### src/rtl/mem_port_arbiter.sv
// Two-port round-robin arbiter for the unified MIPS memory: port 0 = CPU, port 1 = DMA/loader.
// Optional wait-cycle counters are built when MEM_ARB_PERF_EN is defined.
module mem_port_arbiter #(
    parameter int AW      = 32,
    parameter int DW      = 32,
    parameter int MEM_LAT = 2
) (
    input  logic          clk,
    input  logic          reset,
    input  logic          cpu_req,
    input  logic          cpu_we,
    input  logic [AW-1:0] cpu_addr,
    input  logic [DW-1:0] cpu_wdata,
    output logic          cpu_ack,
    output logic [DW-1:0] cpu_rdata,
    input  logic          dma_req,
    input  logic          dma_we,
    input  logic [AW-1:0] dma_addr,
    input  logic [DW-1:0] dma_wdata,
    output logic          dma_ack,
    output logic [DW-1:0] dma_rdata,
    output logic          mem_read,
    output logic          mem_write,
    output logic [AW-1:0] mem_addr,
    output logic [DW-1:0] mem_wdata,
    input  logic [DW-1:0] mem_rdata,
`ifdef MEM_ARB_PERF_EN
    output logic [15:0]   cpu_wait_cnt,
    output logic [15:0]   dma_wait_cnt,
`endif
    output logic          busy
);

    // state  | meaning
    // IDLE   | no transaction; arbitrate and latch the winner
    // ACCESS | memory strobed from latched request for MEM_LAT cycles
    // DONE   | one-cycle ack to the winner, strobes low
    typedef enum logic [1:0] {
        IDLE   = 2'd0,
        ACCESS = 2'd1,
        DONE   = 2'd2
    } state_t;

    localparam logic [3:0] LAT_LOAD = 4'(MEM_LAT - 1);

    state_t        state;
    state_t        state_next;
    logic          last_grant;
    logic          lat_port;
    logic          lat_we;
    logic [AW-1:0] lat_addr;
    logic [DW-1:0] lat_wdata;
    logic [3:0]    lat_cnt;
    logic [DW-1:0] cpu_rdata_q;
    logic [DW-1:0] dma_rdata_q;
    logic          any_req;
    logic          grant_dma;
    logic          access_last;

    assign any_req     = cpu_req | dma_req;
    // On a tie the port that did not win last time takes the grant.
    assign grant_dma   = dma_req & (~cpu_req | ~last_grant);
    assign access_last = (state == ACCESS) && (lat_cnt == 4'd0);

    always_ff @(posedge clk) begin
        if (reset) begin
            state <= IDLE;
        end else begin
            state <= state_next;
        end
    end

    always_comb begin
        state_next = state;
        case (state)
            IDLE: begin
                if (any_req) begin
                    state_next = ACCESS;
                end
            end
            ACCESS: begin
                if (lat_cnt == 4'd0) begin
                    state_next = DONE;
                end
            end
            DONE: begin
                state_next = IDLE;
            end
            default: begin
                state_next = IDLE;
            end
        endcase
    end

    always_comb begin
        mem_read  = 1'b0;
        mem_write = 1'b0;
        mem_addr  = '0;
        mem_wdata = '0;
        cpu_ack   = 1'b0;
        dma_ack   = 1'b0;
        busy      = (state != IDLE);
        case (state)
            ACCESS: begin
                mem_read  = ~lat_we;
                mem_write = lat_we;
                mem_addr  = lat_addr;
                mem_wdata = lat_wdata;
            end
            DONE: begin
                cpu_ack = ~lat_port;
                dma_ack = lat_port;
            end
            default: begin
            end
        endcase
    end

    always_ff @(posedge clk) begin
        if (reset) begin
            last_grant <= 1'b1;
            lat_port   <= 1'b0;
            lat_we     <= 1'b0;
            lat_addr   <= '0;
            lat_wdata  <= '0;
            lat_cnt    <= 4'd0;
        end else if (state == IDLE && any_req) begin
            last_grant <= grant_dma;
            lat_port   <= grant_dma;
            lat_we     <= grant_dma ? dma_we    : cpu_we;
            lat_addr   <= grant_dma ? dma_addr  : cpu_addr;
            lat_wdata  <= grant_dma ? dma_wdata : cpu_wdata;
            lat_cnt    <= LAT_LOAD;
        end else if (state == ACCESS && lat_cnt != 4'd0) begin
            lat_cnt <= lat_cnt - 4'd1;
        end
    end

    // Read data is held per port until the next read on that port completes.
    always_ff @(posedge clk) begin
        if (reset) begin
            cpu_rdata_q <= '0;
            dma_rdata_q <= '0;
        end else if (access_last && !lat_we) begin
            if (lat_port) begin
                dma_rdata_q <= mem_rdata;
            end else begin
                cpu_rdata_q <= mem_rdata;
            end
        end
    end

    assign cpu_rdata = cpu_rdata_q;
    assign dma_rdata = dma_rdata_q;

`ifdef MEM_ARB_PERF_EN
    logic cpu_served;
    logic dma_served;

    // A port granted in IDLE is already being serviced that cycle.
    assign cpu_served = (state == IDLE) ? (cpu_req & ~grant_dma) : ~lat_port;
    assign dma_served = (state == IDLE) ? grant_dma : lat_port;

    always_ff @(posedge clk) begin
        if (reset) begin
            cpu_wait_cnt <= 16'd0;
            dma_wait_cnt <= 16'd0;
        end else begin
            if (cpu_req && !cpu_served && cpu_wait_cnt != 16'hFFFF) begin
                cpu_wait_cnt <= cpu_wait_cnt + 16'd1;
            end
            if (dma_req && !dma_served && dma_wait_cnt != 16'hFFFF) begin
                dma_wait_cnt <= dma_wait_cnt + 16'd1;
            end
        end
    end
`endif

endmodule

### config.mk
export PLATFORM = sky130hd
export DESIGN_NAME = mem_port_arbiter
export DESIGN_NICKNAME = d
export VERILOG_FILES = /design/src/rtl/mem_port_arbiter.sv
export SDC_FILE = /design/constraint.sdc
export NUM_CORES = 1
export LEC_CHECK = 0
export CAP_MARGIN = 25
export CORE_UTILIZATION = 40
export CTS_CLUSTER_DIAMETER = 40
export CTS_CLUSTER_SIZE = 10
export DETAILED_ROUTE_END_ITERATION = 10
export PLACE_DENSITY = 0.81
export SYNTH_ARGS = -nofsm -noshare
export SYNTH_HDL_FRONTEND = slang
export SYNTH_SLANG_ARGS = --single-unit
### constraint.sdc
create_clock -name clk -period 4.7 [get_ports clk]
set_input_delay 0.94 -clock clk [delete_from_list [all_inputs] [get_ports clk]]
set_output_delay 0.94 -clock clk [all_outputs]
set_load 0.02 [all_outputs]
; ---- Yosys cells after proc, flatten, opt, wreduce, memory -nomap -nowiden
; Index checks and enable logic that the tools add are counted.
[totals]
reg_bits = 137
output_inout_bits = 133
word_cells = 50
[classes]
muxes = 14
n_eq_ne = 4
n_reduce_logical = 14
add_sub_neg = 1
n_bitwise = 7
[ops]
columns = op, count
row1 = $mux W32, 4
row2 = $mux W1, 7
row3 = $reduce_and A2 Y1, 3
row4 = $logic_and A1 B1 Y1, 4
row5 = $logic_not A4 Y1, 1
row6 = $mux W2, 2
row7 = $ne A2 B2 Y1 const B, 2
row8 = $not A1 Y1, 4
row9 = $pmux W2 S2, 1
row10 = $reduce_bool A2 Y1, 2
row11 = $reduce_bool A4 Y1, 1
row12 = $sub A4 B1 Y4 const B, 1
row13 = $eq A2 B1 Y1 const B, 1
row14 = $eq A2 B2 Y1 const B, 1
row15 = $logic_not A2 Y1, 1
row16 = $or A1 B1 Y1, 2
row17 = $reduce_or A2 Y1, 1
row18 = $and A1 B1 Y1, 1
row19 = $logic_not A1 Y1, 1

; ---- Longest topological paths before layout
[depth]
ltp_word = 4
mapped_depth = 7
ltp_nobuf = 5

; ---- Worst setup path before layout
; No wires, ideal clock.
[synth_timing]
kind = reg2out
start = register state[0]
end = output port mem_addr[10]
path_buffers = 3
arrival_ps = 1404
slack_ps = 2356
path_stages_with_launch = 6
required_time_ps = 3760
path_cell_list = dfxtp_1 -> nor2b_1 -> clkbuf_1 -> clkbuf_1 -> clkbuf_1 -> and2_1
[synth_between]
elab_chain_cells = 2
[synth_lines]
columns = item, line_no
row1 = "start, declared", 46  ; state_t state;
row2 = "start signal, assigned", 69  ; state <= state_next;
row3 = $eq A2 B1 Y1, 103  ; case (state)
row4 = $mux W32, 103
row5 = "end, declared", 24  ; output logic [AW-1:0] mem_addr,
; No other way between the ends.

; ---- Final worst setup path
[layout_timing]
start = register state[0]
end = output port mem_addr[26]
; Same word-level chain as after synthesis.

==> results.sh <==
export IMPL_grt_pass1_vias=5991
export IMPL_clock_latency_ps=420
export IMPL_reg2reg_depth=6
export IMPL_min_period_over_period_pct=74.4
export IMPL_design_area_um2=10100
export IMPL_cts_made_buffers=17
export IMPL_ctsResizeCount=0
export IMPL_grt_antenna_before_repair=0
export IMPL_wirelength_um=19700
export IMPL_max_slew_worst_pin_slew_ps=1010
export IMPL_core_area_um2=15400
export IMPL_vias=6245
export IMPL_die_w_um=128
export IMPL_buffer_ports_inserted=298
export IMPL_placed_cell_area_um2=9420
export IMPL_path_cells="nor2b_4 > buf_4 > and2_1 > clkdlybuf4s50_1"
export IMPL_clk_path_buf_depth=2
export IMPL_netlist_instances=733
export IMPL_comb_power_share_pct=22.6
export IMPL_dr_pass1_iters=4
export IMPL_dp_hpwl_um=13700
export IMPL_maxSlewViolCount=0
export IMPL_leakagePower_nw=3.91
export IMPL_max_cap_violations=0
export IMPL_met1_usage_pct=27.8
export IMPL_ios=299
export IMPL_fmax_ghz=0.286
export IMPL_setup_tns_ps=0
export IMPL_arrival_ps=2560
export IMPL_synth_cell_type_count=32
export IMPL_multi_input_area_um2=3330
export IMPL_startpoint_type="register"
export IMPL_area_delta_synth_final_pct=58.4
export IMPL_fp_dieH_um=128
export IMPL_avgSynthCellArea_um2=8.66
export IMPL_grt_max_degree=130
export IMPL_grt_pass1_wl_um=30400
export IMPL_worst_setup_path_type="register to output port"
export IMPL_finalHoldViolations=0
export IMPL_cp_depth=4
export IMPL_power_frac_clock_pct=39.0
export IMPL_num_antenna_cells=0
export IMPL_ys_seq_area_share_pct=43.2
export IMPL_required_ps=3760
export IMPL_remaining_drc_errors=0
export IMPL_via_per_inst=5.13
export IMPL_root_buffer="clkbuf_16"
export IMPL_p_int_mw=2.51
export IMPL_cts_tree="built"
export IMPL_critPathTopFamily="buffers and inverters"
export IMPL_register_area_um2=2740
export IMPL_htree_levels=4
export IMPL_crit_buf_inv=2
export IMPL_cts_sinks=137
export IMPL_nFillCells=1259
export IMPL_yosys_warnings=0
export IMPL_die_area_um2=16400
export IMPL_power_frac_seq_pct=38.4
export IMPL_grt_usage_pct=23.8
export IMPL_final_core_util_pct=65.4
export IMPL_postSynthNetCount=900
export IMPL_ant_nets=0
export IMPL_drtIter0Drc=357
export IMPL_fin_crit_ps=3500
export IMPL_yosys_register_bits=137
export IMPL_start_util_pct=41.3
export IMPL_setup_viol=0
export IMPL_cts_setup_buffers=0
export IMPL_std_cell_rows=45
export IMPL_grtUsageMet3_pct=7.76
export IMPL_busiest_layer="met2"
export IMPL_hold_buffers=0
export IMPL_critPathMaxStageDelay_ps=610
export IMPL_wire_per_inst_um=16.2
export IMPL_slowest_stage="clkdlybuf4s50_1"
export IMPL_gp_congestion=0.869
export IMPL_layout_nets=1161
export IMPL_met2_usage_pct=39.1
export IMPL_grt_overflow_total=0
export IMPL_rsz0062_at_grt="false"
export IMPL_relSlewSlack_pct=32.7
export IMPL_crit_path_end_kind="output port"
export IMPL_swShare_pct=27.4
export IMPL_hold_path_class="register to register"
export IMPL_hold_depth=2
export IMPL_ir_drop_v=0.000252
export IMPL_status="finished, final reports clean"
export IMPL_finClkSkew_ps=6.75
export IMPL_netlist_area_um2=6350
export IMPL_powerDensity_nw_per_um2=345
export IMPL_p_sw_mw=0.950
export IMPL_clkTransAtPathRegs_ps=60
export IMPL_cp_max_fo=32
export IMPL_drive_gt1_share_pct=5.17
## cells in the mapped netlist, drive strengths merged
cell type	count	area, um^2
a2111oi	1	8.76
a211oi	2	15.0
a21bo	1	10.0
a21boi	1	7.51
a21oi	67	335
a221o	1	10.0
a311oi	65	569
a31oi	1	6.26
and2	65	407
and3	1	7.51
and3b	1	8.76
buf	22	125
clkbuf	46	173
dfxtp	137	2740
ha	1	12.5
inv	4	15.0
mux2i	64	641
nand2	134	503
nand2b	97	607
nand3	2	10.0
nand4b	2	17.5
nor2	5	18.8
nor2b	2	12.5
nor3	2	10.0
nor3b	2	15.0
nor4	1	21.3
o21ai	3	15.0
o41ai	1	8.76
or2	1	6.26
or3b	1	8.76
## kinds of logic after synthesis
group / synth area share [%]
AND/OR/NAND/NOR: 26.0
adder cells (fa/ha/maj): 0.197
buffers and inverters: 4.93
AO/OA/AOI/OAI: 15.5
flip-flops: 43.2
multiplexers: 10.1
## worst min-delay path, stage by stage (launching register included)
cell      delay [ps]
dfxtp_1          300
nand2b_1          60
mux2i_1           60
## layout by cell type, fill, tap and decap left out, types with 2 or more instances in the layout
| master | netlist | layout |
|---|---|---|
| a211oi_1 | 2 | 2 |
| a21oi_1 | 67 | 67 |
| a311oi_1 | 65 | 65 |
| and2_1 | 65 | 65 |
| buf_4 | 0 | 11 |
| bufinv_16 | 0 | 3 |
| clkbuf_16 | 0 | 17 |
| clkbuf_8 | 0 | 2 |
| clkdlybuf4s50_1 | 0 | 297 |
| clkinv_2 | 0 | 4 |
| clkinv_4 | 0 | 2 |
| clkinvlp_4 | 0 | 3 |
| dfxtp_1 | 137 | 137 |
| inv_1 | 4 | 4 |
| mux2i_1 | 64 | 64 |
| nand2_1 | 134 | 134 |
| nand2b_1 | 97 | 97 |
| nand3_1 | 2 | 2 |
| nand4b_1 | 2 | 2 |
| nor2_1 | 5 | 3 |
| nor2_4 | 0 | 2 |
| nor3_1 | 2 | 2 |
| nor3b_1 | 2 | 2 |
| o21ai_0 | 3 | 3 |
## routing by layer
metal | up-vias | wire [um]
met4 | 0 | 641
met5 | - | 0
li1 | 3055 | -
met1 | 2862 | 7970
met3 | 47 | 1750
met2 | 281 | 9320
## state kept, by name, indices dropped and copies added, names as in the netlist
name and cells:
cpu_rdata 32, state 2, dma_rdata 32, lat_wdata 32
lat_addr 32, lat_port 1, lat_cnt 4, last_grant 1
lat_we 1
## power groups by stage
stage	logic, mW	clock network (mW)	registers, mW
after floorplan	0.406	0	1.36
after global placement	0.771	0	1.35
after detailed placement	0.781	0	1.35
after CTS	0.783	1.38	1.33
after global routing	0.843	1.43	1.34
final	0.782	1.35	1.33
## per-stage QoR
step | hold slack (ps) | total power [mW] | setup WS (ps) | instances
after floorplan | 481 | 1.77 | 2360 | 733
after global placement | 458 | 2.12 | 1530 | 1185
after detailed placement | 461 | 2.13 | 1470 | 1185
after CTS | 474 | 3.49 | 1150 | 1216
after global routing | 481 | 3.61 | 1070 | 1217
final | 470 | 3.47 | 1200 | 1217
## final timing paths
path	from	endpoint	slack (ps)
setup / recovery	state[0]	mem_addr[26]	1200
hold / removal	cpu_rdata[17]	cpu_rdata[17]	470
setup reg to reg	lat_cnt[0]	cpu_rdata[25]	2520
hold reg to reg	cpu_rdata[17]	cpu_rdata[17]	470
## layout make-up
| cell class | count | share of cell area, % |
|---|---|---|
| clock buffer | 19 | 4.51 |
| clock inverter | 12 | 1.49 |
| inverter | 4 | 0.149 |
| multi-input combinational | 524 | 33.1 |
| sequential | 137 | 27.3 |
| tap | 211 | 2.63 |
| timing repair buffer | 310 | 30.9 |
Power figures use the tool's default switching activity.
